### config.mk
export PLATFORM = sky130hd
export DESIGN_NAME = slice_add_sequencer
export DESIGN_NICKNAME = d
export VERILOG_FILES = /design/src/rtl/slice_add_sequencer.sv
export SDC_FILE = /design/constraint.sdc
export NUM_CORES = 1
export LEC_CHECK = 0
export ABC_AREA = 1
export CAP_MARGIN = 20
export CORE_MARGIN = 3
export CORE_UTILIZATION = 50
export DETAILED_ROUTE_END_ITERATION = 8
export GPL_TIMING_DRIVEN = 0
export PLACE_DENSITY_LB_ADDON = 0.12
export SETUP_SLACK_MARGIN = 0.02
export SYNTH_ARGS = -nofsm -noshare
export SYNTH_HDL_FRONTEND = slang
export SYNTH_SLANG_ARGS = --single-unit
export TNS_END_PERCENT = 50
### constraint.sdc
create_clock -name clk -period 3.9 [get_ports clk]
set_input_delay 0.78 -clock clk [delete_from_list [all_inputs] [get_ports clk]]
set_output_delay 0.78 -clock clk [all_outputs]
set_load 0.01 [all_outputs]
### src/rtl/slice_add_sequencer.sv
// Serialises a WIDTH-bit add onto an external SLICE-bit adder, LSB slice first,
// chaining the carry between slices and returning the full result over valid/ready.
module slice_add_sequencer #(
    parameter int WIDTH = 16,
    parameter int SLICE = 4
) (
    input  logic             clk,
    input  logic             rst,
    input  logic             in_valid,
    output logic             in_ready,
    input  logic [WIDTH-1:0] in_a,
    input  logic [WIDTH-1:0] in_b,
    input  logic             in_cin,
    output logic [SLICE-1:0] add_a,
    output logic [SLICE-1:0] add_b,
    output logic             add_cin,
    input  logic [SLICE-1:0] add_sum,
    input  logic             add_cout,
    output logic             out_valid,
    input  logic             out_ready,
    output logic [WIDTH-1:0] out_sum,
    output logic             out_cout
);
    localparam int NSLICE = WIDTH / SLICE;
    localparam int IW = (NSLICE > 1) ? $clog2(NSLICE) : 1;
    localparam logic [IW-1:0] LAST_IDX = IW'(NSLICE - 1);

    typedef enum logic [1:0] {
        IDLE,
        RUN,
        DONE
    } state_t;

    state_t           state_q, state_d;
    logic [IW-1:0]    idx_q, idx_d;
    logic [WIDTH-1:0] a_q, a_d;
    logic [WIDTH-1:0] b_q, b_d;
    logic [WIDTH-1:0] sum_q, sum_d;
    logic             carry_q, carry_d;
    logic             cout_q, cout_d;

    logic [SLICE-1:0] a_slice [NSLICE];
    logic [SLICE-1:0] b_slice [NSLICE];

    generate
        for (genvar gi = 0; gi < NSLICE; gi++) begin : g_slice
            assign a_slice[gi] = a_q[gi*SLICE +: SLICE];
            assign b_slice[gi] = b_q[gi*SLICE +: SLICE];
        end
    endgenerate

    assign in_ready  = (state_q == IDLE) && !rst;
    assign out_valid = (state_q == DONE);
    assign out_sum   = sum_q;
    assign out_cout  = cout_q;

    // The adder only ever sees operand bits while a slice is actually being computed.
    assign add_a   = (state_q == RUN) ? a_slice[idx_q] : '0;
    assign add_b   = (state_q == RUN) ? b_slice[idx_q] : '0;
    assign add_cin = (state_q == RUN) ? carry_q : 1'b0;

    always_comb begin
        state_d = state_q;
        idx_d   = idx_q;
        a_d     = a_q;
        b_d     = b_q;
        sum_d   = sum_q;
        carry_d = carry_q;
        cout_d  = cout_q;
        case (state_q)
            IDLE: begin
                if (in_valid && in_ready) begin
                    a_d     = in_a;
                    b_d     = in_b;
                    carry_d = in_cin;
                    idx_d   = '0;
                    state_d = RUN;
                end
            end
            RUN: begin
                for (int s = 0; s < NSLICE; s++) begin
                    if (idx_q == IW'(s)) begin
                        sum_d[s*SLICE +: SLICE] = add_sum;
                    end
                end
                carry_d = add_cout;
                if (idx_q == LAST_IDX) begin
                    // Index parks at zero rather than stepping past the last slice.
                    cout_d  = add_cout;
                    idx_d   = '0;
                    state_d = DONE;
                end else begin
                    idx_d = idx_q + 1'b1;
                end
            end
            DONE: begin
                if (out_ready) begin
                    state_d = IDLE;
                end
            end
            default: state_d = IDLE;
        endcase
    end

    always_ff @(posedge clk) begin
        if (rst) begin
            state_q <= IDLE;
            idx_q   <= '0;
            a_q     <= '0;
            b_q     <= '0;
            sum_q   <= '0;
            carry_q <= 1'b0;
            cout_q  <= 1'b0;
        end else begin
            state_q <= state_d;
            idx_q   <= idx_d;
            a_q     <= a_d;
            b_q     <= b_d;
            sum_q   <= sum_d;
            carry_q <= carry_d;
            cout_q  <= cout_d;
        end
    end
endmodule

# Word-level counts from Yosys, hierarchy flattened
# Cells that the tools add are included.
# word_totals
regBits	54
latch_bits	0
mem_bits_rw	0
romBits	0
input_bits	42
out_inout_bits	28
elab_cells	52
memories	0
# classes
n_addsub	1
n_mul	0
n_div	0
n_lt_le_gt_ge	1
eq_ne	8
shift	0
mux	18
bitwise	1
reduce_logical	13
# ops
cell	n
$mux W4	6
$bmux W4 S2	2
$reduce_and A2 Y1	6
$mux W2	5
$eq A2 B2 Y1 const B	3
$ne A2 B1 Y1 const B	3
$pmux W2 S3	1
$eq A2 B1 Y1 const B	2
$logic_not A2 Y1	2
$pmux W2 S2	1
$ge A3 B3 Y1 const B	1
$not A2 Y3	1
$reduce_and A3 Y1	1
$add A2 B1 Y2 const B	1
$logic_and A1 B1 Y1	2
$mux W1	2
$pmux W1 S2	1
$reduce_bool A2 Y1	1
$logic_not A1 Y1	1

# Longest topological paths before layout
# Gate-level depths: netlist of run 1.
# depth
ltp_word	5
mapped_depth	7
ltp_nobuf	6

# Worst setup path before layout of run 1
# OpenSTA, ideal clock, no wires.
# synth_timing
kind	input port to output port
from	input rst
to	output in_ready
t_arrival_ns	1.341
t_required_ns	3.120
path_slack_ns	1.779
path_stages	3
path_buffers	2
cell_sequence	buf_2 nor3_4 buf_6
# synth_via
elab_chain_cells	2
# synth_lines
item	line_no	rtl
start: declaration	8	input logic rst,
$logic_not A1 Y1	52	assign in_ready = (state_q == IDLE) && !rst;
$logic_and A1 B1 Y1	52	
end: declaration	10	output logic in_ready,
# No other way between the ends.

# Worst setup path in the final report of run 1
# layout_timing
from	register idx_q[1]
to	output add_b[1]
# layout_via
elab_chain_cells	5
# layout_lines
item	line_no	rtl
start: declaration	35	logic [IW-1:0] idx_q, idx_d;
start signal: assignment	116	idx_q <= idx_d;
$not A2 Y3 (implied by the code)	59	assign add_b = (state_q == RUN) ? b_slice[idx_q] : '0;
$bmux W4 S2	59	
$mux W4 (implied by the code) (2 in a row)	59	
$mux W4	59	
end: declaration	15	output logic [SLICE-1:0] add_b,
# No other way between the ends. The select of a mux whose other input is x is not followed.

==> results of run 1 <==
tightest hold or removal path: cells and delay by family (launching register included):
family          cells  cell delay [ns]
compound gates      1             0.05
flops               1             0.32
simple gates        1             0.06
layer usage:
metal / routed length [um] / track usage (%)
met5: 0 / 0
met4: 69 / 4.94
met3: 358 / 5.07
met2: 3060 / 40.1
met1: 2740 / 30.5
worst paths after layout:
path / from / endpoint / slack (ns) / cells past startpoint
max: idx_q[1] / add_b[1] / 0.84 / 6
min reg2reg: out_sum[1] / out_sum[1] / 0.47 / 2
max reg2reg: idx_q[1] / out_sum[7] / 2.15 / 6
min: out_sum[1] / out_sum[1] / 0.47 / 2
power by group:
part / switching [W] / internal, W
registers: 0.0000129 / 0.000572
clock network: 0.000183 / 0.000192
logic: 0.0000960 / 0.0000889
kinds of logic (layout without fill, tap and decap cells):
group,count (synthesis),after routing
adders and majority gates,4,4
DFF,54,54
AOI/OAI and AO/OA,79,79
and+or+nand+nor,151,151
buffers and inverters,31,106
state kept, by name, summed over array words and instances (netlist names):
register,cells
out_cout,1
a_q,16
out_sum,16
carry_q,1
b_q,16
idx_q,2
state_q,2
through the flow:
| stage | instances | hold WS, ns | power [W] | area, um^2 | setup slack (ns) |
|---|---|---|---|---|---|
| 2_1_floorplan | 319 | 0.440 | 0.000697 | 2360 | 1.78 |
| 3_3_place_gp | 438 | 0.447 | 0.000777 | 3090 | 1.12 |
| 3_5_place_dp | 438 | 0.455 | 0.000782 | 3090 | 1.12 |
| 4_1_cts | 446 | 0.467 | 0.00115 | 3200 | 0.876 |
| 5_1_grt | 446 | 0.492 | 0.00119 | 3200 | 0.670 |
| 6_report | 446 | 0.468 | 0.00115 | 3200 | 0.835 |
final cells by class:
class / instances / area share [%]
multi-input combinational: 234 / 34.4
sequential: 54 / 33.7
timing repair buffer: 67 / 20.9
buffer: 23 / 4.53
clock buffer: 6 / 2.26
tap: 52 / 2.03
clock inverter: 2 / 1.17
inverter: 8 / 0.937
cell usage after synthesis (all sizes together):
cell type  number
a21oi          62
buf            17
clkbuf          6
clkinv          1
dfxtp          54
ha              4
inv             7
nand2          61
nand3          52
nor2           37
nor3            1
o21ai          17
==> results.toml, run 1 <==
[critical_path]
crit_family = "buffers and inverters"
path_buf_inv = 3
worst_ep_required_time_ns = 3.12
crit_path_end_kind = "output port"
critical-path-slowest-cell = "clkdlybuf4s50_1"
max_stage_delay_ns = 0.56
crit_arrival_ns = 2.28
crit_chain = "buf_2, clkinv_1, nor2_1, o21ai_0, a21oi_1, clkdlybuf4s50_1"
crit_type = "reg -> out"
crit_fanout = 10
start_kind = "flop"

[logic_synthesis]
synthSimpleGateAreaFrac_pct = 27.9
synth_warnings = 0
synth_xor_area_share_pct = 0
yosys.area_share.adder_pct = 2.12
syn_inst = 319
synth_nets = 365
synth_top_family_by_area = "simple AND/OR/NAND/NOR gates"
ys_ff_latch = 54
yosysTopAreaCellShare_pct = 45.8
synth_compound_area_share_pct = 16.8
synth_top_cells_by_area = "dfxtp_1 46%, a21oi_1 13%, nand3_1 11%"
avgSynthCellArea_um2 = 7.39
synth_area_um2 = 2360
ys_seq_area_share_pct = 45.8
ys_types = 17
muxShareOfSynthArea_pct = 0
yosysTopAreaCell = "dfxtp_1"

[finish]
layout_common_cells = "67 x clkdlybuf4s50_1, 62 x a21oi_1, 61 x nand2_1"
fin_util_pct = 72.1
ff_latch_area_um2 = 1080
multiInputGateArea_um2 = 1100
fill_cells = 398
final_common_cell = "clkdlybuf4s50_1"
drive_above_1_share_pct = 7.11
area.growth.synth_to_final_pct = 35.9
final_nets = 439
antennaDiodeCount = 0

[placement]
hpwl_um = 4650
gp_congestion = 0.883
io_buffers = 67

[status]
status = "completed"

[floorplanning]
dieArea_um2 = 5580
rows = 24
io_pins = 70
initial_core_util_pct = 53.1
fp.dieH_um = 74.7
die_w_um = 74.7
fp.coreArea_um2 = 4440

[clock_tree]
clk_latency_ns = 0.31
post_cts.repair.setup_buffers = 0
clock_path_buffers = 2
holdBufCountCts = 0
cts_resized = 0
clock-root-buffer = "clkbuf_8"
cts_tree = "built"
clock_sinks = 54
cts_buffers = 5
cts.reportedPaths.clkPinSlew_ns = 0.09
ctsHtreeMaxLevel = 2

[sta]
hold_viol_final = 0
slew_viol_final = 0
maxSlewHeadroom_pct = 62.0
setup_violations = 0
final.period_utilization_pct = 78.6
grt_setup_unrepaired = "no"
clock_skew_ns = 0.00195
fin_tns_setup_ns = 0
period_needed_ns = 3.06
fmax_mhz = 326
worst_slew_pin_slew_ns = 0.570

[route]
drc_errors = 0
drt-initial-drc-count = 218
wl_um = 6230
via_per_inst = 5.43
num_vias = 2421
first_pass_iters = 5
ant_nets = 0
routedWlPerCell_um = 14.0

[grt]
antenna_found_initial = 0
grt_usage_pct = 23.4
overflow = 0
grt_max_degree = 17
grt_first_pass_wirelength_um = 10100
grt_pass1_vias = 2237

[power_and_ir_drop]
p_per_area_nw_per_um2 = 357
irDropWorstVdd_mv = 0.286
power_leakage_nw = 1.13

[job]
drv_cap = 0

[min_path]
holdCritPathClass = "reg -> reg"
No activity file was read; power rests on OpenSTA's default activity.
==> run 2: changes to the inputs <==
CORE_UTILIZATION = 42   (was 50)
clock period = 2.5 ns   (was 3.9 ns; I/O delays follow)
==> results.toml, run 2 (synthesis gave the netlist of run 1 again) <==
[critical_path]
crit_arrival_ns = 1.80
crit_fanout = 10
worst_ep_required_time_ns = 2.00
critical-path-slowest-cell = "clkdlybuf4s50_1"
start_kind = "flop"
crit_path_end_kind = "output port"
max_stage_delay_ns = 0.54
crit_type = "reg -> out"
crit_chain = "nor3_4, buf_6, clkdlybuf4s50_1"

[finish]
antennaDiodeCount = 0
drive_above_1_share_pct = 7.85
layout_common_cells = "62 x a21oi_1, 61 x nand2_1, 59 x clkdlybuf4s50_1"
final_nets = 441
area.growth.synth_to_final_pct = 37.9
final_common_cell = "a21oi_1"

[route]
drc_errors = 0
ant_nets = 0
drt-initial-drc-count = 166
first_pass_iters = 4
routedWlPerCell_um = 13.4
via_per_inst = 5.12
num_vias = 2380
wl_um = 6250

[grt]
grt_pass1_vias = 2199
overflow = 0
grt_first_pass_wirelength_um = 10300
grt_max_degree = 15
antenna_found_initial = 0
grt_usage_pct = 20.2

[clock_tree]
cts.reportedPaths.clkPinSlew_ns = 0.09
cts_tree = "built"
cts_buffers = 5
clock_sinks = 54
clock_path_buffers = 2
clk_latency_ns = 0.31
ctsHtreeMaxLevel = 2
clock-root-buffer = "clkbuf_8"

[sta]
slew_viol_final = 0
setup_violations = 0
clock_skew_ns = 0.00348
worst_slew_pin_slew_ns = 0.532
hold_viol_final = 0
final.period_utilization_pct = 92.0
setup_ws_ns = 0.199
maxSlewHeadroom_pct = 64.5
period_needed_ns = 2.30
fin_tns_setup_ns = 0
grt_setup_unrepaired = "no"
fmax_mhz = 435

[power_and_ir_drop]
irDropWorstVdd_mv = 0.282
power_leakage_nw = 1.27
p_per_area_nw_per_um2 = 515

[placement]
io_buffers = 67
gp_congestion = 0.776
hpwl_um = 4520
place_ws_ns = 0.127

[floorplanning]
die_w_um = 80.9
dieArea_um2 = 6550
rows = 26
fp.dieH_um = 80.9
initial_core_util_pct = 44.8
fp.coreArea_um2 = 5270
io_pins = 70

[job]
drv_cap = 0

[status]
status = "completed"

[min_path]
holdCritPathClass = "reg -> reg"
## run 2: cell types whose count changed in the layout (fill, tap and decap cells not counted)
cell / change
clkinv_4: +1
inv_1: -1
buf_2: -4
clkbuf_1: +1
bufinv_16: -1
dfxtp_2: +1
buf_4: +5
clkdlybuf4s50_1: -8
clkinv_1: -1
buf_6: +1
dlymetal6s2s_1: +8
dfxtp_1: -1
## run 2: final timing paths
| path | start | to | slack [ns] | cells past startpoint |
|---|---|---|---|---|
| worst max-delay path | state_q[1] | in_ready | 0.20 | 3 |
| worst min register to register | out_sum[6] | out_sum[6] | 0.46 | 2 |
| worst min-delay path | out_sum[6] | out_sum[6] | 0.46 | 2 |
| worst max register to register | idx_q[0] | out_sum[11] | 1.03 | 7 |
## run 2: layout make-up
cell class | instances | area [um^2]
Fill cell | 533 | 2020
Multi-Input combinational cell | 234 | 1100
Sequential cell | 54 | 1080
Timing Repair Buffer | 69 | 706
Buffer | 23 | 159
Tap cell | 70 | 87.6
Clock buffer | 7 | 76.3
Inverter | 8 | 38.8
## run 2: stage by stage
step | instance area, um^2 | power [W] | hold WS (ns) | util, % | cells
after global placement | 3120 | 0.00122 | 0.449 | 59.1 | 456
after detailed placement | 3120 | 0.00122 | 0.452 | 59.1 | 456
after CTS | 3230 | 0.00169 | 0.466 | 61.3 | 465
after global routing | 3250 | 0.00175 | 0.477 | 61.7 | 465
after floorplan | 2360 | 0.00109 | 0.440 | - | 319
final | 3250 | 0.00168 | 0.463 | 61.7 | 465
## run 2: what timing repair did
action,CTS,global route
buffers inserted,2,0
gates resized for setup,9,8
setup endpoints to repair,8,8
hold buffers,0,0
## run 2: routing by layer
| metal | up-vias | global-route usage, % | wire length, um |
|---|---|---|---|
| li1 | 1218 | - | - |
| met1 | 1076 | 26.6 | 2810 |
| met2 | 80 | 33.7 | 2930 |
| met3 | 6 | 4.43 | 466 |
| met4 | 0 | 4.56 | 50 |
| met5 | - | 0 | 0 |
## run 2: critical path: cells and delay by family (launching register included)
family,cells,cell delay (ns)
buffers and inverters,2,0.73
AND/OR/NAND/NOR,1,0.37
flip-flops,1,0.39
## run 2: where the power goes
group	leakage, nW	internal [W]	total [W]	switching (W)
Combinational	0.796	0.000145	0.000297	0.000152
Sequential	0.440	0.000893	0.000913	0.0000200
Clock	0.0383	0.000194	0.000465	0.000272
Total	1.27	0.00123	0.00168	0.000444
==> run 3: changes to the inputs <==
CORE_MARGIN = 4   (was 3)
GPL_ROUTABILITY_DRIVEN = 0   (was unset)
==> results.toml, run 3 (synthesis gave the netlist of run 1 again) <==
[power_and_ir_drop]
power_frac_clock_pct = 27.3
p_comb_share_pct = 17.6
irDropWorstVdd_mv = 0.217
switchingPower_w = 0.000428
p_sw_share_pct = 25.8
p_int_w = 0.00123
power_leakage_nw = 1.20
pwr-share-seq_pct = 55.1
finalPower_w = 0.00165
p_per_area_nw_per_um2 = 514

[clock_tree]
holdBufCountCts = 0
clk_latency_ns = 0.30
cts.reportedPaths.clkPinSlew_ns = 0.09
clock-root-buffer = "clkbuf_8"
post_cts.repair.setup_buffers = 0
ctsHtreeMaxLevel = 2
clock_sinks = 54
cts_buffers = 5
cts_tree = "built"
clock_path_buffers = 2

[critical_path]
crit_path_end_kind = "output port"
worst_ep_required_time_ns = 2.00
crit_type = "reg -> out"
crit_fanout = 10
start_kind = "flop"
r2r_cells = 7
crit_arrival_ns = 1.83

[finish]
drive_above_1_share_pct = 7.12
layout_common_cells = "62 x a21oi_1, 61 x nand2_1, 59 x clkdlybuf4s50_1"
fin_util_pct = 58.8
antennaDiodeCount = 0
design_area_um2 = 3220
area.growth.synth_to_final_pct = 36.5
final_common_cell = "a21oi_1"
final_nets = 439

[route]
drt-initial-drc-count = 136
drc_errors = 0
routedWlPerCell_um = 13.2
num_vias = 2368
via_per_inst = 5.09
ant_nets = 0
wl_um = 6130
first_pass_iters = 4

[sta]
holdWs_ns = 0.463
slew_viol_final = 0
fmax_mhz = 430
maxSlewHeadroom_pct = 65.9
final.period_utilization_pct = 93.0
setup_violations = 0
clock_skew_ns = 0.00162
worst_slew_pin_slew_ns = 0.512
fin_tns_setup_ns = 0
period_needed_ns = 2.33
grt_setup_unrepaired = "no"
hold_viol_final = 0

[placement]
hpwl_um = 4550
dpl-instance-area_um2 = 3120
io_buffers = 67

[floorplanning]
io_pins = 70
rows = 27
fp.dieH_um = 82.9
die_w_um = 82.9
fp.coreArea_um2 = 5470
dieArea_um2 = 6880
initial_core_util_pct = 43.1

[grt]
antenna_found_initial = 0
grt_usage_pct = 17.7
grt_max_degree = 15
overflow = 0
grt_first_pass_wirelength_um = 10200
grt_pass1_vias = 2228

[job]
drv_cap = 0

[min_path]
holdPathStages = 2
holdCritPathClass = "reg -> reg"

[status]
status = "completed"
## run 3: worst paths after layout
path / end / slack, ns / start
setup / recovery: in_ready / 0.17 / state_q[1]
hold / removal: out_sum[1] / 0.46 / out_sum[1]
setup reg to reg: out_sum[11] / 1.06 / idx_q[0]
hold reg to reg: out_sum[1] / 0.46 / out_sum[1]
## run 3: power groups by stage
stage / Sequential [W] / Combinational (W) / Clock, W
floorplan: 0.000929 / 0.000158 / 0
finish: 0.000912 / 0.000292 / 0.000451
detailed placement: 0.000931 / 0.000289 / 0
global route: 0.000916 / 0.000323 / 0.000498
CTS: 0.000911 / 0.000293 / 0.000460
global placement: 0.000931 / 0.000287 / 0
## run 3: what timing repair did
action / 4_1_cts / 5_1_grt
hold endpoints to repair: 0 / 0
setup endpoints to repair: 8 / 3
gates resized for setup: 13 / 4
pin swaps: 0 / 0
## run 3: through the flow
| step | setup WS [ns] | instances |
|---|---|---|
| floorplan | 0.867 | 319 |
| global placement | 0.0774 | 458 |
| detailed placement | 0.0694 | 458 |
| CTS | 0.0231 | 465 |
| global route | 0.0504 | 465 |
| finish | 0.174 | 465 |
## run 3: worst max-delay path, cell delays in order (launching register included)
cell and delay (ns):
dfxtp_1 0.39, nor3_4 0.40, buf_6 0.20, clkdlybuf4s50_1 0.54
## run 3: layout make-up
cell class	count	area, um^2
buffer	23	163
clock buffer	7	76.3
fill	556	2250
inverter	8	35.0
multi-input combinational	234	1100
sequential	54	1080
tap	72	90.1
timing repair buffer	67	672
## run 3: layer usage
layer	track usage [%]	part of all wire [%]	up-vias
met5	0	0	-
met4	5.79	1.8	0
met3	3.17	6.0	12
met2	30.2	48	72
met1	22.4	44	1069
li1	-	-	1215
